[src/rtl/alu_pkg.sv]
// Shared definitions for the ALU output path: select codes, buffer occupancy
// encoding and the layout of one buffered ALU result.
package alu_pkg;

    localparam logic [2:0] ALU_ADD = 3'b000;
    localparam logic [2:0] ALU_SUB = 3'b001;
    localparam logic [2:0] ALU_AND = 3'b010;
    localparam logic [2:0] ALU_OR  = 3'b011;

    localparam int ALU_W    = 32;
    localparam int ALU_RD_W = 5;

    typedef enum logic [1:0] {
        ST_EMPTY = 2'd0,
        ST_ONE   = 2'd1,
        ST_TWO   = 2'd2
    } buf_state_e;

    // One buffered result at the default widths; select codes above ALU_OR are illegal.
    typedef struct packed {
        logic [ALU_W-1:0]    result;
        logic                zero;
        logic [ALU_RD_W-1:0] rd;
        logic                branch;
        logic                illegal;
    } alu_entry_t;

    function automatic logic isIllegalSel(input logic [2:0] sel);
        return sel > ALU_OR;
    endfunction

endpackage

[src/rtl/alu_buf_entry.sv]
// One load-enabled storage slot of the ALU output buffer (result, zero, rd,
// branch, illegal), cleared by the asynchronous reset.
module alu_buf_entry #(
    parameter int n    = 32,
    parameter int RD_W = 5
) (
    input  logic            clk,
    input  logic            rst,
    input  logic            i_load,
    input  logic [n-1:0]    i_result,
    input  logic            i_zero,
    input  logic [RD_W-1:0] i_rd,
    input  logic            i_branch,
    input  logic            i_illegal,
    output logic [n-1:0]    o_result,
    output logic            o_zero,
    output logic [RD_W-1:0] o_rd,
    output logic            o_branch,
    output logic            o_illegal
);

    logic [n-1:0]    r_result;
    logic            r_zero;
    logic [RD_W-1:0] r_rd;
    logic            r_branch;
    logic            r_illegal;

    always_ff @(posedge clk or posedge rst) begin
        if (rst) begin
            r_result  <= '0;
            r_zero    <= 1'b0;
            r_rd      <= '0;
            r_branch  <= 1'b0;
            r_illegal <= 1'b0;
        end else if (i_load) begin
            r_result  <= i_result;
            r_zero    <= i_zero;
            r_rd      <= i_rd;
            r_branch  <= i_branch;
            r_illegal <= i_illegal;
        end
    end

    assign o_result  = r_result;
    assign o_zero    = r_zero;
    assign o_rd      = r_rd;
    assign o_branch  = r_branch;
    assign o_illegal = r_illegal;

endmodule

[src/rtl/alu_out_buffer.sv]
// Two-entry registered skid buffer behind the ALU with branch resolution.
// Optional downstream stall counter enabled by `define ALU_BUF_STALL_CNT_EN.
module alu_out_buffer
    import alu_pkg::*;
#(
    parameter int n    = ALU_W,
    parameter int RD_W = ALU_RD_W
) (
    input  logic            clk,
    input  logic            rst,
    input  logic            in_valid,
    output logic            in_ready,
    input  logic [n-1:0]    in_result,
    input  logic            in_zero,
    input  logic [2:0]      in_sel,
    input  logic [RD_W-1:0] in_rd,
    input  logic            in_branch,
    input  logic            flush,
    output logic            out_valid,
    input  logic            out_ready,
    output logic [n-1:0]    out_result,
    output logic [RD_W-1:0] out_rd,
    output logic            out_take_branch,
    output logic            out_illegal,
    output logic [31:0]     stall_cnt
);

    buf_state_e r_state;
    buf_state_e w_next_state;
    logic       r_in_ready;

    logic       w_push;
    logic       w_pop;
    logic       w_load_h;
    logic       w_load_s;
    logic       w_h_from_s;

    logic [n-1:0]    w_h_result, w_s_result, w_h_d_result;
    logic            w_h_zero,   w_s_zero,   w_h_d_zero;
    logic [RD_W-1:0] w_h_rd,     w_s_rd,     w_h_d_rd;
    logic            w_h_branch, w_s_branch, w_h_d_branch;
    logic            w_h_illegal, w_s_illegal, w_h_d_illegal;
    logic            w_in_illegal;

    assign w_push       = in_valid && r_in_ready;
    assign w_pop        = out_valid && out_ready;
    assign w_in_illegal = isIllegalSel(in_sel);

    always_comb begin
        w_next_state = r_state;
        w_load_h     = 1'b0;
        w_load_s     = 1'b0;
        w_h_from_s   = 1'b0;
        if (flush) begin
            w_next_state = ST_EMPTY;
        end else begin
            case (r_state)
                ST_EMPTY: begin
                    if (w_push) begin
                        w_load_h     = 1'b1;
                        w_next_state = ST_ONE;
                    end
                end
                ST_ONE: begin
                    if (w_push && w_pop) begin
                        w_load_h = 1'b1;
                    end else if (w_push) begin
                        w_load_s     = 1'b1;
                        w_next_state = ST_TWO;
                    end else if (w_pop) begin
                        w_next_state = ST_EMPTY;
                    end
                end
                ST_TWO: begin
                    if (w_pop) begin
                        w_load_h     = 1'b1;
                        w_h_from_s   = 1'b1;
                        w_next_state = ST_ONE;
                    end
                end
                default: w_next_state = ST_EMPTY;
            endcase
        end
    end

    // in_ready is precomputed from the next state so it never depends on out_ready combinationally.
    always_ff @(posedge clk or posedge rst) begin
        if (rst) begin
            r_state    <= ST_EMPTY;
            r_in_ready <= 1'b1;
        end else begin
            r_state    <= w_next_state;
            r_in_ready <= (w_next_state != ST_TWO);
        end
    end

    assign w_h_d_result  = w_h_from_s ? w_s_result  : in_result;
    assign w_h_d_zero    = w_h_from_s ? w_s_zero    : in_zero;
    assign w_h_d_rd      = w_h_from_s ? w_s_rd      : in_rd;
    assign w_h_d_branch  = w_h_from_s ? w_s_branch  : in_branch;
    assign w_h_d_illegal = w_h_from_s ? w_s_illegal : w_in_illegal;

    alu_buf_entry #(.n(n), .RD_W(RD_W)) u_head (
        .clk       (clk),
        .rst       (rst),
        .i_load    (w_load_h),
        .i_result  (w_h_d_result),
        .i_zero    (w_h_d_zero),
        .i_rd      (w_h_d_rd),
        .i_branch  (w_h_d_branch),
        .i_illegal (w_h_d_illegal),
        .o_result  (w_h_result),
        .o_zero    (w_h_zero),
        .o_rd      (w_h_rd),
        .o_branch  (w_h_branch),
        .o_illegal (w_h_illegal)
    );

    alu_buf_entry #(.n(n), .RD_W(RD_W)) u_skid (
        .clk       (clk),
        .rst       (rst),
        .i_load    (w_load_s),
        .i_result  (in_result),
        .i_zero    (in_zero),
        .i_rd      (in_rd),
        .i_branch  (in_branch),
        .i_illegal (w_in_illegal),
        .o_result  (w_s_result),
        .o_zero    (w_s_zero),
        .o_rd      (w_s_rd),
        .o_branch  (w_s_branch),
        .o_illegal (w_s_illegal)
    );

    assign in_ready        = r_in_ready;
    assign out_valid       = (r_state != ST_EMPTY);
    assign out_result      = w_h_result;
    assign out_rd          = w_h_rd;
    assign out_take_branch = w_h_branch && w_h_zero;
    assign out_illegal     = w_h_illegal;

`ifdef ALU_BUF_STALL_CNT_EN
    logic [31:0] r_stall_cnt;

    // Saturating count of cycles the head is held by downstream; flush leaves it intact.
    always_ff @(posedge clk or posedge rst) begin
        if (rst) begin
            r_stall_cnt <= 32'd0;
        end else if (out_valid && !out_ready && (r_stall_cnt != 32'hFFFF_FFFF)) begin
            r_stall_cnt <= r_stall_cnt + 32'd1;
        end
    end

    assign stall_cnt = r_stall_cnt;
`else
    assign stall_cnt = 32'd0;
`endif

endmodule

[config.mk]
export PLATFORM = sky130hd
export DESIGN_NAME = alu_out_buffer
export DESIGN_NICKNAME = d
export VERILOG_FILES = /design/src/rtl/alu_pkg.sv /design/src/rtl/alu_buf_entry.sv /design/src/rtl/alu_out_buffer.sv
export SDC_FILE = /design/constraint.sdc
export NUM_CORES = 1
export LEC_CHECK = 0
export CORE_MARGIN = 8
export CORE_UTILIZATION = 35
export DETAILED_ROUTE_END_ITERATION = 10
export GPL_TIMING_DRIVEN = 0
export PLACE_DENSITY_LB_ADDON = 0.08
export SLEW_MARGIN = 20
export SYNTH_ARGS = -nofsm -noshare
export SYNTH_HDL_FRONTEND = slang
export SYNTH_SLANG_ARGS = --single-unit
[constraint.sdc]
create_clock -name clk -period 4.91 [get_ports clk]
set_input_delay 0.982 -clock clk [delete_from_list [all_inputs] [get_ports clk]]
set_output_delay 0.982 -clock clk [all_outputs]
set_load 0.05 [all_outputs]
# == Word level (Yosys, flattened, before mapping) ==
# Cells that the tools add are included.
# word_totals
input_bits,47
word_cells,44
register_bits,83
out_inout_bits,73
# classes
magnitude_cmp,1
n_mux,22
n_eq_ne,3
reduce_logical,6
# ops
op,n
two-way mux 32 bit,1
two-way mux 1 bit,12
two-way mux 2 bit,6
one-hot mux 2 bit (3 select lines),1
two-way mux 5 bit,1
logical AND 1 bit,4
"> comparator 3 x 2 -> 1 bit, second input constant",1
one-hot mux 1 bit (3 select lines),1
"== test 2 x 1 -> 1 bit, second input constant",1
"== test 2 bit, second input constant",1
logical NOT 2 bit,1
"inequality test 2 bit, second input constant",1
nonzero test 2 bit,1

# == Depth between registers and ports, before layout ==
# Gate-level depths: netlist of run 1.
# logic_depth
depth_word,8
ltp_mapped,5
mapped_depth_nobuf,4

# == By module ==
# A second synthesis of run 1 with hierarchy kept.
# unflattened
cells_unflattened,270
hier_area_um2,3987.6
# by_module_without_submodules
mod,area_each_um2,cells_per_inst,seq_area_each_um2,instances
alu_buf_entry,1500.2,85,1001.0,2
alu_out_buffer,987.2,100,76.3,1

# == Least setup slack after synthesis of run 1 ==
# No wires, ideal clock.
# synth_timing
kind,input to register
start,input port out_ready
end,register u_head.r_branch (netlist: u_head.o_branch)
arrival_time_ps,1792
path_slack_ps,2990
setup_time_ps,128
t_required_ps,4782
n_path_buf,1
cell_stages,4
path_cell_list,nor3b_4 > buf_8 > mux2i_1 > a21oi_2
# synth_via
elab_chain_len,5
word_cells_on_any_way,9
classes_between,mux (7); reduce/logical (2)
# synth_lines
element,line_no,source
start: declaration,alu_out_buffer.sv:20,"input logic out_ready,"
logical AND 1 bit *,alu_out_buffer.sv:46,assign w_pop = out_valid && out_ready;
logical AND 1 bit / two-way mux 1 bit (equally long branches),"alu_out_buffer.sv:65, alu_out_buffer.sv:75",
two-way mux 1 bit (on tied branches),"alu_out_buffer.sv:65, alu_out_buffer.sv:57",
one-hot mux 1 bit (3 select lines) / two-way mux 1 bit (equally long branches),"alu_out_buffer.sv:57, alu_out_buffer.sv:54",
two-way mux 1 bit (on tied branches),"alu_out_buffer.sv:54, alu_out_buffer.sv:100",
end signal: assignment,alu_buf_entry.sv:39,r_branch <= i_branch;
end: declaration,alu_buf_entry.sv:25,logic r_branch;
# Mark *: on every way between the ends. The rest lies on a longest branch, timed or not.
# A chain may end at the register's enable or synchronous reset.

# == Worst setup path in the final report of run 1 ==
# layout_timing
start,register r_state[1]
end,output port out_valid
# layout_via
elab_chain_len,1
# layout_lines
element,line_no,source
start: declaration,alu_out_buffer.sv:28,buf_state_e r_state;
start signal: assignment,alu_out_buffer.sv:92,r_state <= w_next_state;
nonzero test 2 bit,alu_out_buffer.sv:136,assign out_valid = (r_state != ST_EMPTY);
end: declaration,alu_out_buffer.sv:19,"output logic out_valid,"
# Every way passes these cells.

==> flow_metrics.env, run 1 <==
export IMPL_htreeDepth=3
export IMPL_swShare=0.334
export IMPL_rsz0062_at_grt="false"
export IMPL_yosysSeqAreaShare=0.527
export IMPL_drive_above_1_share=0.338
export IMPL_grt_pass1_vias=2758
export IMPL_ys_seq_elements=83
export IMPL_drv_cap=0
export IMPL_ios=120
export IMPL_clk_latency_ns=0.33
export IMPL_critPathMaxStageDelay_ns=0.70
export IMPL_die_area_um2=14900
export IMPL_antenna_found_initial=0
export IMPL_ir_worst_vdd_v=0.000194
export IMPL_initial_core_util=0.361
export IMPL_endpoint="out_valid"
export IMPL_setup_viol=0
export IMPL_r2r_start="r_state[0]"
export IMPL_yosysUniqueCellTypes=26
export IMPL_grt_usage=0.122
export IMPL_slowest_stage="clkdlybuf4s50_1"
export IMPL_synth_simple_gate_area_frac=0.0647
export IMPL_wl_um=8910
export IMPL_num_rows=38
export IMPL_crit_family="buffers and inverters"
export IMPL_mostFrequentLayoutCell="clkdlybuf4s50_1"
export IMPL_skew_ns=0.00842
export IMPL_worst_slew_pin_slew_ns=0.517
export IMPL_cts_setup_buffers=0
export IMPL_r2r_slack_ns=3.17
export IMPL_grt_max_degree=51
export IMPL_powerDensity_nw_per_um2=443
export IMPL_yosys_area_share_adder=0
export IMPL_arrival_ns=1.83
export IMPL_p_leak_nw=2.28
export IMPL_p_comb_frac=0.309
export IMPL_synth_xor_area_frac=0
export IMPL_clockPowerShare=0.302
export IMPL_cts_hold_buf=0
export IMPL_vias_per_cell=4.46
export IMPL_muxShareOfSynthArea=0.216
export IMPL_syn_area_per_cell_um2=12.6
export IMPL_hold_violations=0
export IMPL_nets=487
export IMPL_cts_tree="built"
export IMPL_cts_made_buffers=9
export IMPL_required_ns=3.93
export IMPL_wl_per_cell_um=15.3
export IMPL_cp_start_kind="flop"
export IMPL_critical_path_class="reg -> out"
export IMPL_syn_inst=312
export IMPL_drc_errors=0
export IMPL_root_buffer="clkbuf_16"
export IMPL_port_buffers=85
export IMPL_die_y_um=122
export IMPL_end_kind="primary output"
export IMPL_clk_pin_slew_ns=0.06
export IMPL_clock_sinks=83
export IMPL_hold_class="reg -> reg"
export IMPL_max_freq_mhz=355
export IMPL_period_needed_ns=2.82
export IMPL_p_int_mw=1.60
export IMPL_nFillCells=1018
export IMPL_synth_compound_area_frac=0.0999
export IMPL_holdWs_ns=0.504
export IMPL_yosysWarnings=0
export IMPL_period_share=0.574
export IMPL_grt_pass1_wl_um=14200
export IMPL_grt_overflow_total=0
export IMPL_fin_setup_tns_ns=0
export IMPL_reg2reg_to="u_head.o_result[12]"
export IMPL_synth_top_family_by_area="multiplexers"
export IMPL_max_slew_margin_rel=0.654
export IMPL_cts_resized_gates=0
export IMPL_ant_nets=0
export IMPL_hp_start="u_skid.o_result[12]"
export IMPL_core_um2=10900
export IMPL_status="finished, final reports clean"
export IMPL_max_clock_path_buffers=2
export IMPL_cp_max_fo=7
export IMPL_r2r_cells=5
export IMPL_p_sw_mw=0.805
export IMPL_power_frac_seq=0.388
export IMPL_cp_num_cells=2
export IMPL_vias=2606
export IMPL_die_w_um=122
export IMPL_path_buf_inv=1
export IMPL_firstDrtPassIters=4
export IMPL_place_hpwl_um=6250
export IMPL_slew_violations=0
export IMPL_netlist_area_um2=3950
export IMPL_n_antenna_cell=0
export IMPL_final_cell_mix="85 x clkdlybuf4s50_1, 82 x dfrtp_1, 43 x nor2_1"
export IMPL_initialDrtViolationCount=100
export IMPL_area_delta_synth_final_pct=37.8
export IMPL_crit_chain="or2_2 > clkdlybuf4s50_1"
export IMPL_cp_startpoint="r_state[1]"
export IMPL_gp_congestion=0.708
-- per-stage QoR --
step           instance area [um^2]  worst slack [ns]   util  power (mW)  cells
2_1_floorplan                  4060              1.79      -        1.46    343
4_1_cts                        5440              2.08  0.497        2.44    584
3_5_place_dp                   5120              2.10  0.468        1.70    569
5_1_grt                        5440              2.04  0.497        2.52    584
3_3_place_gp                   5090             0.257  0.465        1.68    568
6_report                       5440              2.09  0.497        2.41    584
-- layer usage --
layer / wire (um) / part of all wire / GRT usage
met1: 4030 / 0.45 / 0.150
met2: 4040 / 0.45 / 0.195
met3: 667 / 0.075 / 0.0375
met4: 169 / 0.019 / 0.0548
met5: 0 / 0 / 0
-- worst register-to-register path: stages (launching register included) --
cell and delay, ns:
dfrtp_1 0.45, nand2b_4 0.19, nor3b_4 0.42, buf_8 0.22
mux2i_1 0.26, a21oi_2 0.08
-- cells in the mapped netlist --
library cell | instances | area share
buf_2 | 12 | 0.015
nor3b_4 | 1 | 0.0048
or2_2 | 1 | 0.0016
a31oi_2 | 1 | 0.0032
and3b_1 | 1 | 0.0022
nand2b_4 | 1 | 0.0035
nand3_1 | 1 | 0.0013
o21bai_1 | 1 | 0.0019
nand4b_1 | 1 | 0.0022
nand3b_1 | 1 | 0.0019
a21boi_0 | 1 | 0.0019
buf_4 | 32 | 0.061
conb_1 | 1 | 0.00095
dfrtp_1 | 82 | 0.52
a211o_2 | 1 | 0.0025
and2_1 | 1 | 0.0016
mux2i_1 | 40 | 0.10
dfstp_2 | 1 | 0.0067
a31oi_1 | 1 | 0.0016
inv_1 | 1 | 0.00095
a21oi_2 | 40 | 0.089
buf_8 | 4 | 0.015
nor2_1 | 43 | 0.041
mux2_2 | 40 | 0.11
nand2_1 | 2 | 0.0019
nand4bb_1 | 1 | 0.0029
-- registers in the layout, summed over array words and instances (netlist names), 2 cells and up --
register / count
u_skid.o_result: 32
u_head.o_rd: 5
u_head.o_result: 32
r_state: 2
u_skid.o_rd: 5
-- cells by family (layout without fill, tap and decap cells) --
group / count (synthesis) / count (layout)
flops: 83 / 83
other cells: 1 / 32
buf+inv: 49 / 150
compound gates: 45 / 45
simple gates: 54 / 54
mux: 80 / 80
-- power groups by stage --
stage	Clock [mW]	Combinational, mW	Sequential [mW]
after floorplan	0	0.309	1.15
after global placement	0	0.740	0.942
after detailed placement	0	0.754	0.947
after CTS	0.746	0.755	0.936
after global routing	0.774	0.792	0.958
final	0.728	0.745	0.935
-- layout make-up --
class                      count  area [um^2]  share of cell area
tap                          140          175              0.0322
inverter                       1         6.26             0.00115
sequential                    83         2080               0.382
clock buffer                  11          243              0.0446
clock inverter                 4         75.1              0.0138
buffer                        48          360              0.0663
multi-input combinational    211         1620               0.298
timing repair buffer          86          878               0.162
-- worst min path at each step --
stage	end	cells after the start
finish	u_skid.o_result[12]	1
global route	u_skid.o_result[7]	1
CTS	u_skid.o_zero	1
detailed placement	u_skid.o_result[12]	1
global placement	u_skid.o_result[3]	1
floorplan	u_skid.o_branch	1
Note: power is estimated with default switching activity, not from simulation.
==> run 2: changes to the inputs <==
Clock period 4.91 ns to 2.7 ns, I/O delays scaled along.
==> results of run 2 <==
The final DEF is identical to that of run 1. Status: finished, final reports clean.
Among the figures that moved: setup slack after placement 2.10 ns -> 0.332 ns; setup slack after layout 2.09 ns -> 0.325 ns; register-to-register setup slack 3.17 ns -> 0.96 ns; total power 2.41 mW -> 4.38 mW; worst IR drop on VDD 0.000194 V -> 0.000353 V
==> variant 1, RTL diff (flow settings as in run 1) <==
The package constant `ALU_RD_W` goes from 5 to 10.
--- a/src/rtl/alu_pkg.sv
+++ b/src/rtl/alu_pkg.sv
@@ -8,7 +8,7 @@
     localparam logic [2:0] ALU_OR  = 3'b011;
 
     localparam int ALU_W    = 32;
-    localparam int ALU_RD_W = 5;
+    localparam int ALU_RD_W = 10;
 
     typedef enum logic [1:0] {
         ST_EMPTY = 2'd0,
Interface: changed (resized in_rd and out_rd); port bits go from 120 to 130. No check against the original RTL was run, so the function may have changed too.
==> variant 1 against run 1 <==
  * Combinational power is 12% higher
  * Power rose by 12%
  * Routed wire length is 11% higher
  * Sequential cell count rose by 10
  * Area after synthesis increased by 14%
  * Worst hold slack barely moved
  * Cell area is 13% higher
  * Setup slack better by 0.022 ns
  * Critical path type unchanged
  * Largest cell class unchanged
  * Largest power group unchanged
==> variant 1: results <==
{
  "avgRoutedWirePerCell_um": 15.0,
  "yosys-top-cells-count": "dfrtp_1 (92), nor2_1 (48), a21oi_2 (45), mux2_2 (45), mux2i_1 (45)",
  "leakagePower_uw": 0.00254,
  "clk_share_pct": 5.66,
  "fill_cells": 1160,
  "status": "completed",
  "dp_cells": 643,
  "grt_max_degree": 69,
  "gp_congestion": 0.672,
  "fin_nets": 534,
  "synth_compound_area_share_pct": 9.93,
  "min_from": "u_skid.o_result[3]$_DFFE_PP0P_",
  "buf_share_pct": 23.6,
  "grt_pass1_vias": 2987,
  "grt_pass1_wl_um": 15500,
  "grt_use_met3_pct": 4.35,
  "seq_area_frac_synth_pct": 51.9,
  "fin_util_pct": 48.9,
  "multiInputGateArea_um2": 1800,
  "final_cells": 658,
  "cts.sinks": 93,
  "wl_met2_um": 4540,
  "hpwl_um": 7080,
  "r2r-end": "u_skid.o_rd[3]$_DFFE_PP0P_",
  "regToRegSetupSlack_ns": 3.14,
  "min_to": "u_skid.o_result[3]$_DFFE_PP0P_",
  "core.rowCount": 41,
  "use_met1_pct": 14.2,
  "hold_ws_ns": 0.504,
  "reg2reg_from": "in_ready$_DFF_PP1_",
  "ys_types": 27,
  "finClkSkew_ns": 0.00651,
  "drt_iter0_markers": 81,
  "nMultiInputCombCells": 231,
  "drive_above_1_share_pct": 33.5
}
variant 1: cell types whose count changed in the layout (fill, tap and decap cells not counted), moves of 4 or more:
cell             before  now
nor2_1               43   48
buf_12                0    4
a21oi_2              40   45
mux2i_1              40   45
mux2_2               40   45
clkdlybuf4s50_1      85   95
dfrtp_1              82   92
buf_2                12    0
buf_6                 0   11
variant 1: how the worst max path moves through the flow:
| stage | cells past startpoint | start | endpoint |
|---|---|---|---|
| 5_1_grt | 2 | r_state[0]$_DFF_PP0_ | out_valid |
| 3_3_place_gp | 2 | rst | u_skid.o_result[1]$_DFFE_PP0P_ |
| 4_1_cts | 2 | r_state[1]$_DFF_PP0_ | out_valid |
| 3_5_place_dp | 5 | out_ready | u_head.o_result[1]$_DFFE_PP0P_ |
| 2_1_floorplan | 1 | rst | r_state[0]$_DFF_PP0_ |
| 6_report | 2 | r_state[1]$_DFF_PP0_ | out_valid |
==> variant 2, RTL diff (settings of run 1) <==
Made on the original files. Re-encode `buf_state_e` (3 states) as one-hot, 3 bits wide.
--- a/src/rtl/alu_pkg.sv
+++ b/src/rtl/alu_pkg.sv
@@ -10,10 +10,10 @@
     localparam int ALU_W    = 32;
     localparam int ALU_RD_W = 5;
 
-    typedef enum logic [1:0] {
-        ST_EMPTY = 2'd0,
-        ST_ONE   = 2'd1,
-        ST_TWO   = 2'd2
+    typedef enum logic [2:0] {
+        ST_EMPTY = 3'b001,
+        ST_ONE   = 3'b010,
+        ST_TWO   = 3'b100
     } buf_state_e;
 
     // One buffered result at the default widths; select codes above ALU_OR are illegal.
Behaviour: same outputs for any inputs over 10 cycles, from zero or initial values and one cycle with rst high; not proved beyond that.
==> variant 2 against run 1 <==
  * Setup slack got worse by 0.012 ns
  * First-iteration DRC count down 55%
  * Utilization down 1.1 points
  * Synthesized cell count fell by 11%
  * Cell area is 0.87% higher
  * Area after synthesis grew 0.86%
  * Worst hold slack got worse by 0.012 ns
  * Power up 3.3%
  * Sequential cell count grew 1
  * Clock power about the same
  * Routed wire length is 5.8% lower
  * Largest power group unchanged
  * Highest routed layer unchanged
==> variant 2: results <==
{
  "grt_max_degree": 44,
  "dr.pass1.iters": 3,
  "grt_pass1_wl_um": 13300,
  "vdd_drop_max_uv": 221,
  "clk_share_pct": 5.98,
  "grt_use_met3_pct": 3.40,
  "dp_cells": 539,
  "regToRegSetupSlack_ns": 2.64,
  "comb-power_uw": 863,
  "gp_congestion": 0.738,
  "seq_share_pct": 38.4,
  "nMultiInputCombCells": 178,
  "hold_ws_ns": 0.492,
  "cts_resized": 0,
  "fin_nets": 454,
  "leakagePower_uw": 0.00251,
  "power-per-cell-area_nw_per_um2": 454,
  "yosys-top-cells-count": "mux2_2 (118), dfrtp_1 (82), buf_4 (32), buf_2 (5)",
  "multi_input_area_share_pct": 30.2,
  "drt_iter0_markers": 45,
  "signal_buffers": 132,
  "seq_area_frac_synth_pct": 52.9,
  "finClkSkew_ns": 0.00813,
  "r2r_cells": 6,
  "r2r-end": "u_head.o_rd[3]$_DFFE_PP0P_",
  "min_period_ns": 2.83,
  "wl_met2_um": 3970,
  "placed_area_um2": 5160,
  "areaGrowthSynthToFinish_pct": 37.8,
  "grt_pass1_vias": 2571,
  "grt_usage_pct": 11.4,
  "inv_count": 2,
  "wl_met3_um": 619,
  "avgRoutedWirePerCell_um": 15.1,
  "status": "completed",
  "met2_usage_pct": 18.1,
  "buf_share_pct": 22.0,
  "min_from": "u_head.o_result[24]$_DFFE_PP0P_",
  "relSlewSlack_pct": 54.7,
  "seq_cell_count": 84,
  "synth.area.top_cells": "dfrtp_1 (52%), mux2_2 (33%), buf_4 (6.0%)",
  "min_to": "u_head.o_result[24]$_DFFE_PP0P_",
  "seqCellArea_um2": 2100,
  "crit_fanout": 9,
  "netSwitchingFraction_pct": 34.8,
  "p_seq_share_pct": 36.0,
  "cp-startpoint": "r_state[0]$_DFF_PP1_",
  "ys_types": 30,
  "via_per_inst": 4.40,
  "postSynthAreaPerCell_um2": 14.3,
  "fill_cells": 1055,
  "final_cells": 555,
  "met1_length_um": 3700
}
variant 2: cell count changes after synthesis, sizes merged, moves of 2 or more:
| cell | run 1 | this run |
|---|---|---|
| mux2i | 40 | 0 |
| clkbuf | 0 | 5 |
| mux2 | 40 | 120 |
| a31oi | 2 | 0 |
| a21oi | 40 | 2 |
| o21ai | 0 | 3 |
| buf | 48 | 41 |
| nor2 | 43 | 3 |
| a21o | 0 | 2 |
variant 2: cells by family (layout without fill, tap and decap cells):
group / after synthesis / count (layout) / synth area share, %
buffers and inverters: 48 / 150 / 8.49
AND/OR/NAND/NOR: 15 / 15 / 2.20
XOR/XNOR: 1 / 1 / 0.220
flip-flops: 84 / 84 / 52.9
other: 1 / 32 / 0.0942
AO/OA/AOI/OAI: 10 / 10 / 2.17
multiplexers: 120 / 120 / 34.0
variant 2: critical path, delay by kind of cell, from the launching register on:
kind | cells | cell delay [ns]
buf+inv | 2 | 0.91
flops | 1 | 0.51
simple gates | 1 | 0.10
